File: src/rtl/cpu_pkg.sv
//------------------------------------------------------------------------------
// Module   : cpu_pkg
// Brief    : State encoding, decoder field values and select constants for
//            the simple-RISC controller.
// Revision : 1.0 - initial release
//------------------------------------------------------------------------------
`default_nettype none

package cpu_pkg;

  typedef enum logic [2:0] {
    WAIT   = 3'd0,
    DECODE = 3'd1,
    WR_IMM = 3'd2,
    GET_A  = 3'd3,
    GET_B  = 3'd4,
    ALU    = 3'd5,
    WR_REG = 3'd6,
    HALT   = 3'd7
  } state_t;

  localparam logic [2:0] OPC_MOV    = 3'b110;
  localparam logic [2:0] OPC_ALU    = 3'b101;

  localparam logic [1:0] OP_ADD     = 2'b00;
  localparam logic [1:0] OP_CMP     = 2'b01;
  localparam logic [1:0] OP_AND     = 2'b10;
  localparam logic [1:0] OP_MVN     = 2'b11;
  localparam logic [1:0] OP_MOV_IMM = 2'b10;
  localparam logic [1:0] OP_MOV_REG = 2'b00;

  localparam logic [2:0] NSEL_RN    = 3'b001;
  localparam logic [2:0] NSEL_RD    = 3'b010;
  localparam logic [2:0] NSEL_RM    = 3'b100;

  localparam logic [3:0] VSEL_C      = 4'b0001;
  localparam logic [3:0] VSEL_SXIMM8 = 4'b0100;

endpackage

`default_nettype wire

File: src/rtl/cpu_controller_if.sv
//------------------------------------------------------------------------------
// Module   : cpu_controller_if
// Brief    : Decoder-to-controller inputs and controller-to-datapath strobes.
// Revision : 1.0 - initial release
//------------------------------------------------------------------------------
`default_nettype none

interface cpu_controller_if #(
  parameter int VSEL_W = 4
);
  logic              s;
  logic [2:0]        opcode;
  logic [1:0]        op;
  logic [2:0]        nsel;
  logic [VSEL_W-1:0] vsel;
  logic              loada;
  logic              loadb;
  logic              loadc;
  logic              loads;
  logic              asel;
  logic              bsel;
  logic              write;
  logic              w;
  logic              illegal;

  // master = the controller, slave = decoder/datapath side
  modport master (
    input  s, opcode, op,
    output nsel, vsel, loada, loadb, loadc, loads, asel, bsel, write, w, illegal
  );

  modport slave (
    output s, opcode, op,
    input  nsel, vsel, loada, loadb, loadc, loads, asel, bsel, write, w, illegal
  );
endinterface

`default_nettype wire

File: src/rtl/cpu_controller.sv
//------------------------------------------------------------------------------
// Module   : cpu_controller
// Brief    : Moore FSM sequencing the simple-RISC datapath one instruction at
//            a time.
// Revision : 1.0 - initial release
//------------------------------------------------------------------------------
`default_nettype none

module cpu_controller
  import cpu_pkg::*;
#(
  parameter int VSEL_W       = 4,
  parameter bit ILLEGAL_TRAP = 1'b0
) (
  input  wire logic   clk,
  input  wire logic   reset_n,
  cpu_controller_if.master bus
);

  state_t            r_state;
  state_t            w_next;
  logic              r_illegal;
  logic              r_asel_zero;
  logic              r_is_cmp;

  state_t            w_dec_target;
  logic              w_legal;
  logic              w_dec_asel_zero;
  logic              w_dec_is_cmp;

  logic [2:0]        w_nsel;
  logic [VSEL_W-1:0] w_vsel;
  logic              w_loada, w_loadb, w_loadc, w_loads;
  logic              w_asel, w_bsel, w_write, w_w;

  always_ff @(posedge clk or negedge reset_n) begin
    if (!reset_n) r_state <= WAIT;
    else          r_state <= w_next;
  end

  // Instruction class is latched in DECODE so ALU-cycle outputs stay a pure
  // function of registered state.
  always_ff @(posedge clk or negedge reset_n) begin
    if (!reset_n) begin
      r_illegal   <= 1'b0;
      r_asel_zero <= 1'b0;
      r_is_cmp    <= 1'b0;
    end else begin
      if (r_state == WAIT && bus.s) begin
        r_illegal <= 1'b0;
      end else if (r_state == DECODE) begin
        r_illegal   <= ~w_legal;
        r_asel_zero <= w_dec_asel_zero;
        r_is_cmp    <= w_dec_is_cmp;
      end
    end
  end

  always_comb begin
    w_dec_target    = WAIT;
    w_legal         = 1'b1;
    w_dec_asel_zero = 1'b0;
    w_dec_is_cmp    = 1'b0;
    case ({bus.opcode, bus.op})
      {OPC_MOV, OP_MOV_IMM}: w_dec_target = WR_IMM;
      {OPC_MOV, OP_MOV_REG},
      {OPC_ALU, OP_MVN}: begin
        w_dec_target    = GET_B;
        w_dec_asel_zero = 1'b1;
      end
      {OPC_ALU, OP_ADD},
      {OPC_ALU, OP_AND}: w_dec_target = GET_A;
      {OPC_ALU, OP_CMP}: begin
        w_dec_target = GET_A;
        w_dec_is_cmp = 1'b1;
      end
      default: begin
        w_legal      = 1'b0;
        w_dec_target = ILLEGAL_TRAP ? HALT : WAIT;
      end
    endcase
  end

  always_comb begin
    w_next = WAIT;
    case (r_state)
      WAIT:    w_next = bus.s ? DECODE : WAIT;
      DECODE:  w_next = w_dec_target;
      WR_IMM:  w_next = WAIT;
      GET_A:   w_next = GET_B;
      GET_B:   w_next = ALU;
      ALU:     w_next = r_is_cmp ? WAIT : WR_REG;
      WR_REG:  w_next = WAIT;
      HALT:    w_next = HALT;
      default: w_next = WAIT;
    endcase
  end

  always_comb begin
    w_nsel  = 3'b000;
    w_vsel  = '0;
    w_loada = 1'b0;
    w_loadb = 1'b0;
    w_loadc = 1'b0;
    w_loads = 1'b0;
    w_asel  = 1'b0;
    w_bsel  = 1'b0;
    w_write = 1'b0;
    w_w     = 1'b0;
    case (r_state)
      WAIT:   w_w = 1'b1;
      WR_IMM: begin
        w_nsel  = NSEL_RN;
        w_vsel  = VSEL_SXIMM8;
        w_write = 1'b1;
      end
      GET_A: begin
        w_nsel  = NSEL_RN;
        w_loada = 1'b1;
      end
      GET_B: begin
        w_nsel  = NSEL_RM;
        w_loadb = 1'b1;
      end
      ALU: begin
        w_asel  = r_asel_zero;
        w_loads = r_is_cmp;
        w_loadc = ~r_is_cmp;
      end
      WR_REG: begin
        w_nsel  = NSEL_RD;
        w_vsel  = VSEL_C;
        w_write = 1'b1;
      end
      default: ;
    endcase
  end

  assign bus.nsel    = w_nsel;
  assign bus.vsel    = w_vsel;
  assign bus.loada   = w_loada;
  assign bus.loadb   = w_loadb;
  assign bus.loadc   = w_loadc;
  assign bus.loads   = w_loads;
  assign bus.asel    = w_asel;
  assign bus.bsel    = w_bsel;
  assign bus.write   = w_write;
  assign bus.w       = w_w;
  assign bus.illegal = r_illegal;

endmodule

`default_nettype wire

File: src/flat_wrapper.sv
// flat-port wrapper written by rule: the top's interface ports become plain ports
module cpu_controller_flat import cpu_pkg::*;
#(
  parameter int VSEL_W       = 4,
  parameter bit ILLEGAL_TRAP = 1'b0
)
  (clk, reset_n, bus_s, bus_opcode, bus_op, bus_nsel, bus_vsel, bus_loada, bus_loadb, bus_loadc, bus_loads, bus_asel, bus_bsel, bus_write, bus_w, bus_illegal);
  cpu_controller_if #(.VSEL_W(VSEL_W)) bus_i ();
  input  wire logic clk;
  input  wire logic reset_n;
  input wire logic [$bits(bus_i.s)-1:0] bus_s;
  input wire logic [$bits(bus_i.opcode)-1:0] bus_opcode;
  input wire logic [$bits(bus_i.op)-1:0] bus_op;
  output wire logic [$bits(bus_i.nsel)-1:0] bus_nsel;
  output wire logic [$bits(bus_i.vsel)-1:0] bus_vsel;
  output wire logic [$bits(bus_i.loada)-1:0] bus_loada;
  output wire logic [$bits(bus_i.loadb)-1:0] bus_loadb;
  output wire logic [$bits(bus_i.loadc)-1:0] bus_loadc;
  output wire logic [$bits(bus_i.loads)-1:0] bus_loads;
  output wire logic [$bits(bus_i.asel)-1:0] bus_asel;
  output wire logic [$bits(bus_i.bsel)-1:0] bus_bsel;
  output wire logic [$bits(bus_i.write)-1:0] bus_write;
  output wire logic [$bits(bus_i.w)-1:0] bus_w;
  output wire logic [$bits(bus_i.illegal)-1:0] bus_illegal;
  assign bus_i.s = bus_s;
  assign bus_i.opcode = bus_opcode;
  assign bus_i.op = bus_op;
  assign bus_nsel = bus_i.nsel;
  assign bus_vsel = bus_i.vsel;
  assign bus_loada = bus_i.loada;
  assign bus_loadb = bus_i.loadb;
  assign bus_loadc = bus_i.loadc;
  assign bus_loads = bus_i.loads;
  assign bus_asel = bus_i.asel;
  assign bus_bsel = bus_i.bsel;
  assign bus_write = bus_i.write;
  assign bus_w = bus_i.w;
  assign bus_illegal = bus_i.illegal;
  cpu_controller #(.VSEL_W(VSEL_W), .ILLEGAL_TRAP(ILLEGAL_TRAP)) u_core (.clk(clk), .reset_n(reset_n), .bus(bus_i));
endmodule
File: config.mk
export PLATFORM = sky130hd
export DESIGN_NAME = cpu_controller_flat
export DESIGN_NICKNAME = d
export VERILOG_FILES = /design/src/rtl/cpu_pkg.sv /design/src/rtl/cpu_controller_if.sv /design/src/rtl/cpu_controller.sv /design/src/flat_wrapper.sv
export SDC_FILE = /design/constraint.sdc
export NUM_CORES = 1
export LEC_CHECK = 0
export ABC_AREA = 0
export CAP_MARGIN = 5
export CORE_AREA = 2 2 39 41
export DETAILED_ROUTE_END_ITERATION = 8
export DIE_AREA = 0 0 41 43
export GPL_TIMING_DRIVEN = 1
export PLACE_DENSITY = 0.68
export SYNTH_ARGS = -nofsm -noshare
export SYNTH_HDL_FRONTEND = slang
export SYNTH_SLANG_ARGS = --single-unit
File: constraint.sdc
create_clock -name clk -period 4.35 [get_ports clk]
set_input_delay 0.6525 -clock clk [delete_from_list [all_inputs] [get_ports clk]]
set_output_delay 0.6525 -clock clk [all_outputs]
set_load 0.05 [all_outputs]
==> results of run 1 <==
routing by layer:
metal / vias to the layer above / GRT usage / wire [um]
li1: 233 / - / -
met1: 196 / 0.155 / 376
met2: 22 / 0.178 / 435
met3: 2 / 0.0314 / 68
met4: 0 / 0.0800 / 6
met5: - / 0 / 0
final cells by class:
type,instances,area [um2],area share
Multi-Input combinational cell,46,272,0.404
Timing Repair Buffer,20,200,0.298
Sequential cell,6,150,0.223
Clock buffer,3,22.5,0.0335
Tap cell,16,20.0,0.0298
Inverter,2,7.51,0.0112
synth_stat cells, drive strengths merged:
cell    count
a21oi       1
a22oi       2
a31oi       1
and2        3
and2b       1
and3        1
and4b       1
buf         3
clkbuf      3
conb        1
dfrtp       6
inv         2
nand2       5
nand2b      2
nand3       1
nor2        3
nor2b       5
nor3        1
nor3b       1
nor4b       1
o211ai      1
o21a        1
o21ai       7
or2b        1
or3b        2
or4         1
xnor2       1
state kept, by name (all words and copies together) (netlist names):
name                flops
u_core.r_asel_zero      1
u_core.r_state          3
u_core.bus.illegal      1
u_core.r_is_cmp         1
worst paths after layout:
check	endpoint	slack (ns)	depth (start not counted)
max reg2reg	u_core.r_is_cmp	2.67	3
min	u_core.r_asel_zero	0.47	2
min reg2reg	u_core.r_asel_zero	0.47	2
max	bus_loads	1.64	4
max in group asynchronous	u_core.r_state[2]	3.49	1
min in group asynchronous	u_core.r_state[1]	0.65	1
cells by family after synthesis:
logic type,Yosys count,synth area share
xor+xnor,1,0.0192
buf+inv,8,0.0907
other cells,1,0.00823
compound gates,13,0.168
simple gates,29,0.385
flops,6,0.330
stage by stage:
step | hold slack, ns | setup slack (ns)
2_1_floorplan | 0.357 | 1.79
3_3_place_gp | 0.467 | 1.95
3_5_place_dp | 0.473 | 1.89
4_1_cts | 0.480 | 1.64
5_1_grt | 0.560 | 1.50
6_report | 0.473 | 1.64
power breakdown:
part	switching (uW)	internal, uW	total (uW)
clock network	17.3	31.0	48.3
logic	198	117	315
registers	41.5	77.8	119
total	256	226	482
critical path: stages (launching register included):
cell	delay [ns]
dfrtp_1	0.51
nor2b_1	0.30
nand2_1	0.10
nor2_1	0.10
clkdlybuf4s50_1	0.80
==> flow_summary.toml, run 1 <==
[clock_network]
cts_max_level = 1
cts_tree = "built"
cts_hold_buf = 0
postCtsResizedCells = 0
clock_latency_ns = 0.24
clk_pin_slew_ns = 0.04
clockBufferDepth = 2
numCtsBuffers = 3
cts_setup_buffers = 0
clock_sinks = 6
cts-root-buf = "clkbuf_4"

[critical_path]
worst_ep_required_time_ns = 3.70
end_kind = "output pin"
worstPathMaxFanout = 12
rr_startpoint = "u_core.r_state[0]"
arrival_ns = 2.06
critPathLaunchType = "register"
startpoint = "u_core.r_state[2]"
critPathKind = "reg2out"

[cells_and_area]
fin_util = 0.486
final_cell_mix = "clkdlybuf4s50_1, o21ai_0, dfrtp_1"
syn_to_final_growth_pct = 47.5
fin_nets = 87
finalNonFillerCells = 93
design_area_um2 = 672
drive_gt1_frac = 0.0519
fill_cells = 156
antenna_cells = 0
final_common_cell = "clkdlybuf4s50_1"

[synthesis]
ys_seq_area_frac = 0.330
synth.distinct_cells = 28
netlist.area_leader.share = 0.330
yosysTopAreaCell = "dfrtp_1"
netlist_area_um2 = 455
yosysWarnings = 0
synth_area_leaders = "dfrtp_1, o21ai_0, nor2b_1, buf_4, and2_1"
avgSynthCellArea_um2 = 7.85
synth_cells = 58
ys_ff_latch = 6

[route]
drc = 0
wl_per_cell_um = 9.54
vias = 453
finalWirelength_um = 887
dr.pass1.iters = 4
detail_route.iter0.violations = 8
antenna_left = 0
routed_via_density = 4.87

[global_routing]
grt_pass1_vias = 367
grt_pass1_wl_mm = 1.46
track_usage = 0.123
grt-ovfl-total = 0
grt_start_max_net_pins = 16
grt_antenna_before_repair = 0

[place]
portBuffers = 20
dp_cells = 90
gp_congestion = 0.678
place_hpwl_um = 728
placed_cell_area_um2 = 649

[power_and_ir_drop]
ir_drop_uv = 245
cellLeakagePower_uw = 0.000274
power_uw = 482
power.density_nw_per_um2 = 718

[floorplanning]
io_pins = 24
rows = 14
dieArea_um2 = 1760
dieHeight_um = 43
start_util = 0.329
die_width_um = 41
coreArea_um2 = 1380

[timing]
worst_pin_slew_ns = 0.497
rsz0062_at_grt = "false"
hold_viol = 0
finalCritPeriodShare = 0.622
setup_viol_count_final = 0
slew_violations = 0
setup_tns_ns = 0
layout_min_cycle_time_ns = 2.71
fmax_mhz = 369
slew_headroom = 0.668
skew_ns = 0.00132

[run]
cap_viol_max_count = 0

[worst_hold_path]
min_from = "u_core.r_asel_zero"
hold_class = "reg2reg"

[run_status]
status = "finished, final reports clean"
(Power assumes the default switching activity.)
==> run 2, diff against run 1 <==
--- a/config.mk
+++ b/config.mk
@@ -7,11 +7,10 @@
 export LEC_CHECK = 0
 export ABC_AREA = 0
 export CAP_MARGIN = 5
-export CORE_AREA = 2 2 39 41
+export CORE_UTILIZATION = 33
 export DETAILED_ROUTE_END_ITERATION = 8
-export DIE_AREA = 0 0 41 43
 export GPL_TIMING_DRIVEN = 1
-export PLACE_DENSITY = 0.68
+export PLACE_DENSITY = 0.69
 export SYNTH_ARGS = -nofsm -noshare
 export SYNTH_HDL_FRONTEND = slang
 export SYNTH_SLANG_ARGS = --single-unit
==> constraint.sdc (replaced) <==
create_clock -name clk -period 2.2 [get_ports clk]
set_input_delay 0.33 -clock clk [delete_from_list [all_inputs] [get_ports clk]]
set_output_delay 0.33 -clock clk [all_outputs]
set_load 0.05 [all_outputs]
==> run 2 against run 1 <==
  * Highest routed layer unchanged
  * Critical endpoint is now bus_nsel[0]
  * Critical path type unchanged
  * Final area is 2.0% lower
  * Register-to-register slack worse by 2.1 ns
  * Global-route usage is 3.4 points higher
  * Flip-flop and latch count unchanged
  * Non-clock buffer count rose by 1
  * Sequential power rose by 76%
  * Clock skew fell by 0.0011 ns
==> flow_summary.toml, run 2 (synthesized netlist as in run 1, its figures left out) <==
[run_status]
status = "finished, final reports clean"

[timing]
fmax_mhz = 478
layout_min_cycle_time_ns = 2.09
setup_viol_count_final = 0
slew_violations = 0
setup_tns_ns = 0
setup_slack_ns = 0.107
slew_headroom = 0.656
rsz0062_at_grt = "false"
whs_ns = 0.332
skew_ns = 0.000197
hold_viol = 0
finalCritPeriodShare = 0.951
worst_pin_slew_ns = 0.515

[place]
portBuffers = 20
pre_cts_slack_ns = 0.352
place_hpwl_um = 765
gp_congestion = 0.681

[worst_hold_path]
hold_class = "in2async"

[cells_and_area]
final_cell_mix = "buf_4, clkdlybuf4s50_1, o21ai_0"
fill_cells = 135
fin_nets = 88
final_common_cell = "buf_4"
drive_gt1_frac = 0.205
top_register = "u_core.r_state"
antenna_cells = 0
largest_reg_flops = 3
multi_input_area_um2 = 274
regArea_um2 = 150
syn_to_final_growth_pct = 44.5

[route]
routed_via_density = 4.81
dr.pass1.iters = 2
drc = 0
detail_route.iter0.violations = 6
vias = 447
finalWirelength_um = 969
highest_layer = "met4"
dr_wl_met3_um = 66
met2_length_um = 470
wl_met1_um = 424
antenna_left = 0
wl_per_cell_um = 10.4

[clock_network]
cts_setup_buffers = 0
numCtsBuffers = 3
cts_max_level = 1
clk_pin_slew_ns = 0.04
clockBufferDepth = 2
cts-root-buf = "clkbuf_4"
clock_sinks = 6
clock_latency_ns = 0.24
cts_tree = "built"
cts_hold_buf = 0
postCtsResizedCells = 0

[floorplanning]
dieHeight_um = 39.2
die_width_um = 39.2
io_pins = 24
start_util = 0.354
rows = 13
dieArea_um2 = 1530
coreArea_um2 = 1280

[global_routing]
grt_start_max_net_pins = 15
grt_pass1_wl_mm = 1.53
track_usage = 0.158
grt_antenna_before_repair = 0
grt-ovfl-total = 0
grt_pass1_vias = 382

[power_and_ir_drop]
cellLeakagePower_uw = 0.000311
ir_drop_uv = 597
power.density_nw_per_um2 = 1460

[critical_path]
end_kind = "output pin"
worstRegToRegCells = 3
critPathLaunchType = "register"
worst_ep_required_time_ns = 1.87
worstPathMaxFanout = 11
arrival_ns = 1.76
critPathKind = "reg2out"

[run]
cap_viol_max_count = 0
[run 2: worst paths after layout]
kind / start / to / slack [ns]
min reg2reg: u_core.r_asel_zero / u_core.r_asel_zero / 0.47
max: u_core.r_state[1] / bus_nsel[0] / 0.11
min in group clk: u_core.r_asel_zero / u_core.r_asel_zero / 0.47
max reg2reg: u_core.r_state[2] / u_core.r_is_cmp / 0.59
max in group asynchronous: reset_n / u_core.bus.illegal / 1.66
min: reset_n / u_core.r_asel_zero / 0.33
[run 2: metal layers]
metal / vias up / global-route usage
met5: - / 0
met3: 2 / 0.0405
met4: 0 / 0.155
met1: 188 / 0.156
met2: 19 / 0.258
li1: 238 / -
[run 2: critical path: stages (launching register included)]
cell and delay [ns]:
dfrtp_1 0.51, nor2b_2 0.21, clkdlybuf4s50_1 0.80
[run 2: per-stage QoR]
stage                     cells  total power [uW]  area, um2   util
after floorplan              60               685        465      -
after global placement       90               862        633  0.493
after detailed placement     90               871        633  0.493
after CTS                    93               975        656  0.510
after global routing         93              1040        658  0.512
final                        93               963        658  0.512
[run 2: where the power goes]
| group | total (uW) | internal (uW) | switching, uW |
|---|---|---|---|
| Clock | 97.3 | 61.4 | 35.9 |
| Combinational | 656 | 228 | 428 |
| Sequential | 210 | 154 | 56.3 |
| Total | 963 | 443 | 520 |
[run 2: layout make-up]
| cell class | instances | area share |
|---|---|---|
| repair buffers | 21 | 0.281 |
| flip-flops and latches | 6 | 0.228 |
| well taps | 15 | 0.0285 |
| multi-input cells | 46 | 0.416 |
| clock buffers | 3 | 0.0342 |
| inverters | 2 | 0.0114 |
==> run 3, diff against run 2 <==
--- a/config.mk
+++ b/config.mk
@@ -5,12 +5,12 @@
 export SDC_FILE = /design/constraint.sdc
 export NUM_CORES = 1
 export LEC_CHECK = 0
-export ABC_AREA = 0
 export CAP_MARGIN = 5
 export CORE_UTILIZATION = 33
+export CTS_CLUSTER_DIAMETER = 30
 export DETAILED_ROUTE_END_ITERATION = 8
 export GPL_TIMING_DRIVEN = 1
-export PLACE_DENSITY = 0.69
+export PLACE_DENSITY = 0.78
 export SYNTH_ARGS = -nofsm -noshare
 export SYNTH_HDL_FRONTEND = slang
 export SYNTH_SLANG_ARGS = --single-unit
==> run 3 against run 2 <==
  * Clock power is 4% higher
  * Clock skew up 0.00099 ns
  * Setup slack improved by 0.0027 ns
  * Sequential power about the same
==> flow_summary.toml, run 3 (synthesized netlist as in run 1, its figures left out) <==
[clock_network]
postCtsResizedCells = 0
clock_sinks = 6
cts_tree = "built"
cts_hold_buf = 0
clockBufferDepth = 2
cts_setup_buffers = 0
numCtsBuffers = 3
cts-root-buf = "clkbuf_4"
cts_max_level = 1
clock_latency_ns = 0.24
clk_pin_slew_ns = 0.04

[floorplanning]
rows = 13
io_pins = 24
coreArea_um2 = 1280
dieHeight_um = 39.2
die_width_um = 39.2
dieArea_um2 = 1530
start_util = 0.354

[timing]
setup_tns_ns = 0
slew_violations = 0
rsz0062_at_grt = "false"
layout_min_cycle_time_ns = 2.09
hold_viol = 0
fmax_mhz = 478
setup_viol_count_final = 0
finalCritPeriodShare = 0.950
skew_ns = 0.00119

[critical_path]
worstPathMaxFanout = 11
end_kind = "output pin"
arrival_ns = 1.76
critPathLaunchType = "register"
critPathKind = "reg2out"
worst_ep_required_time_ns = 1.87

[global_routing]
track_usage = 0.154
grt_pass1_wl_mm = 1.54
grt-ovfl-total = 0
grt_start_max_net_pins = 15
grt_antenna_before_repair = 0
grt_pass1_vias = 391

[power_and_ir_drop]
ir_drop_uv = 480
power.density_nw_per_um2 = 1420
cellLeakagePower_uw = 0.000307

[cells_and_area]
fin_nets = 88
top_register = "u_core.r_state"
drive_gt1_frac = 0.205
fin_util = 0.539
syn_to_final_growth_pct = 52.2
final_common_cell = "clkdlybuf4s50_1"
final_cell_mix = "clkdlybuf4s50_1, buf_4, o21ai_0"
regArea_um2 = 150
fill_cells = 143
antenna_cells = 0
largest_reg_flops = 3
multi_input_area_um2 = 274

[route]
wl_per_cell_um = 9.90
vias = 443
routed_via_density = 4.76
finalWirelength_um = 921
drc = 0
antenna_left = 0
dr.pass1.iters = 2
detail_route.iter0.violations = 7

[worst_hold_path]
hold_class = "in2async"

[run]
cap_viol_max_count = 0

[place]
gp_congestion = 0.727
place_hpwl_um = 729
portBuffers = 20

[run_status]
status = "finished, final reports clean"
[run 3: cell types whose count changed in the layout (fill, tap and decap cells not counted)]
cell / before / now
buf_12: 0 / 3
clkdlybuf4s50_1: 9 / 10
buf_4: 11 / 8
dlymetal6s2s_1: 1 / 0
[run 3: metrics by stage]
step / total power, uW / hold WS [ns] / cell area (um2) / cells / worst slack [ns]
3_5_place_dp: 890 / 0.495 / 671 / 90 / 0.366
3_3_place_gp: 879 / 0.470 / 671 / 90 / 0.384
4_1_cts: 994 / 0.328 / 693 / 93 / 0.0979
5_1_grt: 1060 / 0.338 / 693 / 93 / 0.0383
2_1_floorplan: 685 / 0.0344 / 465 / 60 / 0.0219
6_report: 987 / 0.321 / 693 / 93 / 0.110
[run 3: final cells by class]
class                           instances  share of cell area
Sequential cell                         6               0.217
Tap cell                               15              0.0271
Timing Repair Buffer                   21               0.318
Multi-Input combinational cell         46               0.395
Inverter                                2              0.0108
Clock buffer                            3              0.0325
[run 3: critical path, cell delays in order (launching register included)]
cell,delay (ns)
dfrtp_1,0.51
nor2b_2,0.21
clkdlybuf4s50_1,0.80
[run 3: final timing paths]
kind,start,to,slack [ns],depth (start not counted)
setup / recovery,u_core.r_state[1],bus_nsel[0],0.11,2
hold / removal,reset_n,u_core.r_is_cmp,0.32,1
setup reg to reg,u_core.r_state[2],u_core.r_is_cmp,0.60,3
hold reg to reg,u_core.r_asel_zero,u_core.r_asel_zero,0.51,2
max in group asynchronous,reset_n,u_core.bus.illegal,1.67,1
min in group clk,u_core.r_asel_zero,u_core.r_asel_zero,0.51,2
[run 3: power by group]
part	switching, uW	leakage [uW]	internal [uW]
Combinational	427	0.000216	248
Sequential	55.9	0.0000774	154
Clock	39.7	0.0000138	61.7
Total	523	0.000307	464
[run 3: metal layers]
layer | GRT usage | vias up | part of all wire
li1 | - | 235 | -
met1 | 0.159 | 191 | 0.46
met2 | 0.258 | 15 | 0.48
met3 | 0.0347 | 2 | 0.048
met4 | 0.129 | 0 | 0.0087
met5 | 0 | - | 0
